--- config.mk ---
export PLATFORM = sky130hd
export DESIGN_NAME = pc_gen
export DESIGN_NICKNAME = d
export VERILOG_FILES = /design/src/rtl/pc_gen.sv
export SDC_FILE = /design/constraint.sdc
export NUM_CORES = 1
export LEC_CHECK = 0
export BUFFER_PORTS_ARGS = -buffer_cell sky130_fd_sc_hd__buf_2
export CORE_MARGIN = 3
export CORE_UTILIZATION = 40
export DETAILED_ROUTE_END_ITERATION = 7
export HOLD_SLACK_MARGIN = 0.02
export PLACE_DENSITY = 0.64
export SLEW_MARGIN = 10
export SYNTH_ARGS = -nofsm -noshare
export SYNTH_HDL_FRONTEND = slang
export SYNTH_SLANG_ARGS = --single-unit
--- constraint.sdc ---
create_clock -name clk -period 6.88 [get_ports clk]
set_clock_uncertainty 0.1 [all_clocks]
set_input_delay 1.376 -clock clk [delete_from_list [all_inputs] [get_ports clk]]
set_output_delay 1.376 -clock clk [all_outputs]
set_load 0.01 [all_outputs]
--- src/rtl/pc_gen.sv ---
// Fetch-stage program counter: prioritised redirects, holds and back-pressure,
// with a small direct-mapped BTB for taken-branch prediction.
module pc_gen #(
  parameter int              ADDR_W      = 32,
  parameter logic [ADDR_W-1:0] RESET_VEC = '0,
  parameter int              INST_BYTES  = 4,
  parameter int              HOLD_W      = 3,
  parameter int              HOLD_PC_BIT = 0,
  parameter int              BTB_DEPTH   = 8
) (
  input  logic              clk,
  input  logic              rst,
  input  logic              trap_valid,
  input  logic [ADDR_W-1:0] trap_addr,
  input  logic              jump_flag,
  input  logic [ADDR_W-1:0] jump_addr,
  input  logic [HOLD_W-1:0] hold_flag,
  input  logic              fetch_ready,
  input  logic              upd_valid,
  input  logic [ADDR_W-1:0] upd_pc,
  input  logic [ADDR_W-1:0] upd_target,
  input  logic              upd_taken,
  output logic [ADDR_W-1:0] pc,
  output logic              ce,
  output logic              pred_taken,
  output logic              misalign
);

  localparam int ALIGN_W = $clog2(INST_BYTES);
  localparam int IDX_W   = $clog2(BTB_DEPTH);
  localparam int TAG_W   = ADDR_W - ALIGN_W - IDX_W;
  localparam logic [ADDR_W-1:0] STEP = ADDR_W'(INST_BYTES);
  localparam logic [ADDR_W-1:0] ALIGN_MASK =
    {{(ADDR_W-ALIGN_W){1'b1}}, {ALIGN_W{1'b0}}};

  logic [BTB_DEPTH-1:0] btb_vld;
  logic [TAG_W-1:0]     btb_tag [BTB_DEPTH];
  logic [ADDR_W-1:0]    btb_tgt [BTB_DEPTH];

  logic [IDX_W-1:0]  rd_idx;
  logic [IDX_W-1:0]  wr_idx;
  logic [TAG_W-1:0]  rd_tag;
  logic [TAG_W-1:0]  wr_tag;
  logic              hit;
  logic              redir;
  logic              stall;
  logic [ADDR_W-1:0] redir_tgt;
  logic [ADDR_W-1:0] pc_nxt;
  logic              pred_nxt;
  logic              mis_nxt;
  logic              unused;

  assign unused = ^{upd_pc[ALIGN_W-1:0], hold_flag};

  assign rd_idx = pc[ALIGN_W+IDX_W-1:ALIGN_W];
  assign rd_tag = pc[ADDR_W-1:ALIGN_W+IDX_W];
  assign wr_idx = upd_pc[ALIGN_W+IDX_W-1:ALIGN_W];
  assign wr_tag = upd_pc[ADDR_W-1:ALIGN_W+IDX_W];
  assign hit    = btb_vld[rd_idx] && (btb_tag[rd_idx] == rd_tag);

  assign redir     = ce && (trap_valid || jump_flag);
  assign redir_tgt = trap_valid ? trap_addr : jump_addr;
  assign stall     = hold_flag[HOLD_PC_BIT] || !fetch_ready;
  assign mis_nxt   = redir && (|redir_tgt[ALIGN_W-1:0]);

  always_comb begin
    pc_nxt   = pc;
    pred_nxt = pred_taken;
    if (!ce) begin
      pc_nxt   = pc;
    end else if (redir) begin
      pc_nxt   = redir_tgt & ALIGN_MASK;
      pred_nxt = 1'b0;
    end else if (stall) begin
      pc_nxt   = pc;
    end else if (hit) begin
      pc_nxt   = btb_tgt[rd_idx];
      pred_nxt = 1'b1;
    end else begin
      pc_nxt   = pc + STEP;
      pred_nxt = 1'b0;
    end
  end

  always_ff @(posedge clk) begin
    if (rst) begin
      pc         <= RESET_VEC;
      ce         <= 1'b0;
      pred_taken <= 1'b0;
      misalign   <= 1'b0;
    end else begin
      pc         <= pc_nxt;
      ce         <= 1'b1;
      pred_taken <= pred_nxt;
      misalign   <= mis_nxt;
    end
  end

  // Not-taken training only evicts the entry it actually owns.
  always_ff @(posedge clk) begin
    if (rst) begin
      btb_vld <= '0;
    end else if (upd_valid) begin
      if (upd_taken) begin
        btb_vld[wr_idx] <= 1'b1;
      end else if (btb_tag[wr_idx] == wr_tag) begin
        btb_vld[wr_idx] <= 1'b0;
      end
    end
  end

  always_ff @(posedge clk) begin
    if (!rst && upd_valid && upd_taken) begin
      btb_tag[wr_idx] <= wr_tag;
      btb_tgt[wr_idx] <= upd_target;
    end
  end

endmodule

==> qor.yml <==
setup_path:
  crit_path_end_kind: "flip-flop"
  critPathMaxStageDelay_ns: 0.96
  critical_path_class: "flip-flop to flip-flop"
  crit_path_max_fanout: 44
  path_buf_inv: 2
  cpMostUsedCell: "buf_4"
  arrival_ns: 5.37
  r2r_slack_ns: 1.88
  path_delay_family: "simple AND/OR/NAND/NOR gates"
  crit_chain: "buf_4, mux4_2, mux2i_1, xor2_1, nand4_1, nor4_4, nand2_2, buf_4, a21boi_1, a2111oi_1, a211oi_1"
  cp-start-kind: "flip-flop"
  crit_slowest_cell: "dfxtp_4"
  critPathRequiredTime_ns: 7.24
die:
  rows: 87
  die_w_um: 246
  core_region_area_um2: 56700
  start_util_pct: 40.7
  dieArea_um2: 60600
  pin_count: 173
  dieHeight_um: 246
yosys:
  synth_compound_area_share_pct: 7.21
  synth_most_common_cell: "edfxtp_1"
  synth-edff-count: 472
  synth_area_um2: 23100
  synthDominantCellAreaShare_pct: 61.4
  synth_ff_type: "edfxtp_1"
  synthCells: 1382
  synth_top_family_by_area: "multiplexers"
  synth_area_leader_cell: "edfxtp_1"
  synthXorXnorAreaFrac_pct: 2.05
  synthDistinctLibCells: 75
  avgSynthCellArea_um2: 16.7
  synth-seq-cells: 518
  synth_area_leaders: "edfxtp_1 (61%), mux4_2 (12%), dfxtp_1 (4.0%)"
  ys_warn_count: 0
  ys_top_cells_by_count: "edfxtp_1 (472), mux4_2 (126), mux2i_1 (92)"
  synth.area.mux_share_pct: 17.9
  synth-simple-area-share_pct: 5.45
  async_flop_share_pct: 0
  yosys.area_share.adder_pct: 0.0542
  ys_seq_area_share_pct: 65.4
  synth_nets: 1521
sta:
  rsz0062_at_grt: "false"
  finalSetupViolations: 0
  setup_tns_ns: 0
  max_slew_margin_pct: 31.1
  finalWorstPathRequiredPeriod_ns: 5.00
  slew_violations: 0
  tightestPinTransition_ns: 1.03
  fin_crit_sh_pct: 72.7
  max_freq_mhz: 200
  finalHoldViolations: 0
worst_hold_path:
  hp-class: "flip-flop to flip-flop"
pwr:
  clkPwrFrac_pct: 40.7
  p_leak_nw: 8.62
  finalPower_mw: 7.04
  vdd.ir_drop.worst_mv: 0.177
  p_comb_share_pct: 8.7
  internal_power_mw: 5.41
  power_density_nw_per_um2: 265
  power.switching_mw: 1.62
  swShare_pct: 23.1
  pwr-share-seq_pct: 50.6
final_layout:
  nets: 1686
  drive_gt1_share_pct: 29.6
  area_delta_synth_final_pct: 15.2
  nFillCells: 4778
global_routing:
  grt_first_pass_wirelength_um: 92900
  grt_max_degree: 48
  track_usage_pct: 20.8
  grt_pass1_vias: 13800
  grt_overflow: 0
  antenna_found_initial: 11
clock_tree:
  cts_resized: 0
  htreeDepth: 2
  cts_made_buffers: 50
  cts_tree: "yes"
  cts_setup_buffers: 0
  path_clk_slew_ns: 0.06
  worstSkewPairLatency_ns: 0.61
  cts_sinks: 518
  cts_hold_buf: 0
  clock_path_buffers: 3
  clockRootBuffer: "clkbuf_16"
route:
  vias: 14000
  wl_per_cell_um: 27.0
  drtIter0Drc: 1438
  routed_wirelength_um: 63400
  ant_nets: 0
  dr.pass1.iters: 5
  viasPerCell: 5.95
  post-route-drc-count: 0
status:
  status: "completed"
placed_design:
  portBuffers: 168
  gp_congestion: 0.895
  dp_hpwl_um: 40900
flow_run:
  drv_cap: 0
[logic make-up (layout without fill, tap and decap cells)]
kind of cell	count (synthesis)	after routing
xor+xnor	54	54
compound gates	228	228
flops	518	518
simple gates	230	230
buf+inv	100	307
mux	251	251
other cells	0	6
fa+ha+maj	1	1
[area by class of cell]
class | count | area [um^2] | area share, %
Multi-Input combinational cell | 764 | 7610 | 28.6
Clock buffer | 64 | 1310 | 4.94
Sequential cell | 518 | 15100 | 56.8
Timing Repair Buffer | 206 | 1160 | 4.38
Clock inverter | 30 | 405 | 1.52
Inverter | 7 | 26.3 | 0.0988
Antenna cell | 6 | 15.0 | 0.0565
Tap cell | 756 | 946 | 3.56
[registers in the layout (all words and copies together), names as in the netlist, named ones only]
| signal | count |
|---|---|
| pred_taken | 1 |
| btb_tgt | 256 |
| ce | 1 |
| btb_tag | 216 |
| misalign | 1 |
| pc | 32 |
[routing by layer]
layer | wire length, um | GRT usage [%]
met1 | 25900 | 28.8
met2 | 30400 | 33.7
met3 | 5380 | 3.61
met4 | 1670 | 6.37
met5 | 41 | 0
[power groups by stage]
stage	Combinational [mW]	Clock (mW)	Sequential (mW)
after floorplan	0.396	0	3.58
after global placement	0.602	0	3.63
after detailed placement	0.608	0	3.63
after CTS	0.611	2.91	3.56
after global routing	0.651	3.04	3.57
final	0.609	2.87	3.56
[worst register-to-register path, delay by kind of cell (launching register included)]
family / cells / cell delay, ns
buffers and inverters: 2 / 0.73
multiplexers: 2 / 0.79
XOR/XNOR: 1 / 0.26
AO/OA/AOI/OAI: 3 / 0.63
flip-flops: 1 / 0.96
AND/OR/NAND/NOR: 3 / 1.39
[through the flow]
| stage | instances | hold WS (ns) | utilization [%] | setup slack, ns | instance area (um^2) |
|---|---|---|---|---|---|
| after detailed placement | 2251 | 0.400 | 43.8 | 1.84 | 24900 |
| after floorplan | 1382 | 0.368 | - | 1.21 | 23100 |
| after global routing | 2346 | 0.450 | 46.9 | 1.56 | 26600 |
| final | 2351 | 0.416 | 46.9 | 1.88 | 26600 |
| after CTS | 2345 | 0.415 | 46.9 | 1.86 | 26600 |
| after global placement | 2251 | 0.380 | 43.8 | 1.90 | 24900 |
[cell usage in the layout (no fill, tap or decap), types with 9 or more instances in the layout]
master / count
edfxtp_1: 472
buf_2: 168
mux4_2: 126
mux2i_1: 92
nand2_1: 52
clkbuf_16: 50
dfxtp_1: 43
a22oi_1: 39
buf_4: 35
xor2_1: 33
mux2_2: 33
a21oi_1: 32
nor2_1: 30
o21ai_0: 27
nand3_1: 23
xnor2_1: 21
nand4_1: 20
o211ai_1: 19
a221oi_1: 19
nor2b_1: 15
nor3_1: 15
a211oi_1: 14
and3_1: 13
clkbuf_1: 13
a31oi_1: 12
a221o_1: 10
nor2_4: 9
o22ai_1: 9
[final timing paths]
kind                  start         to  cells after the start
hold / removal    flip-flop  flip-flop                      2
hold reg to reg   flip-flop  flip-flop                      2
setup reg to reg  flip-flop     pc[23]                     11
setup / recovery  flip-flop     pc[23]                     11
No activity file was read; power rests on OpenSTA's default activity.
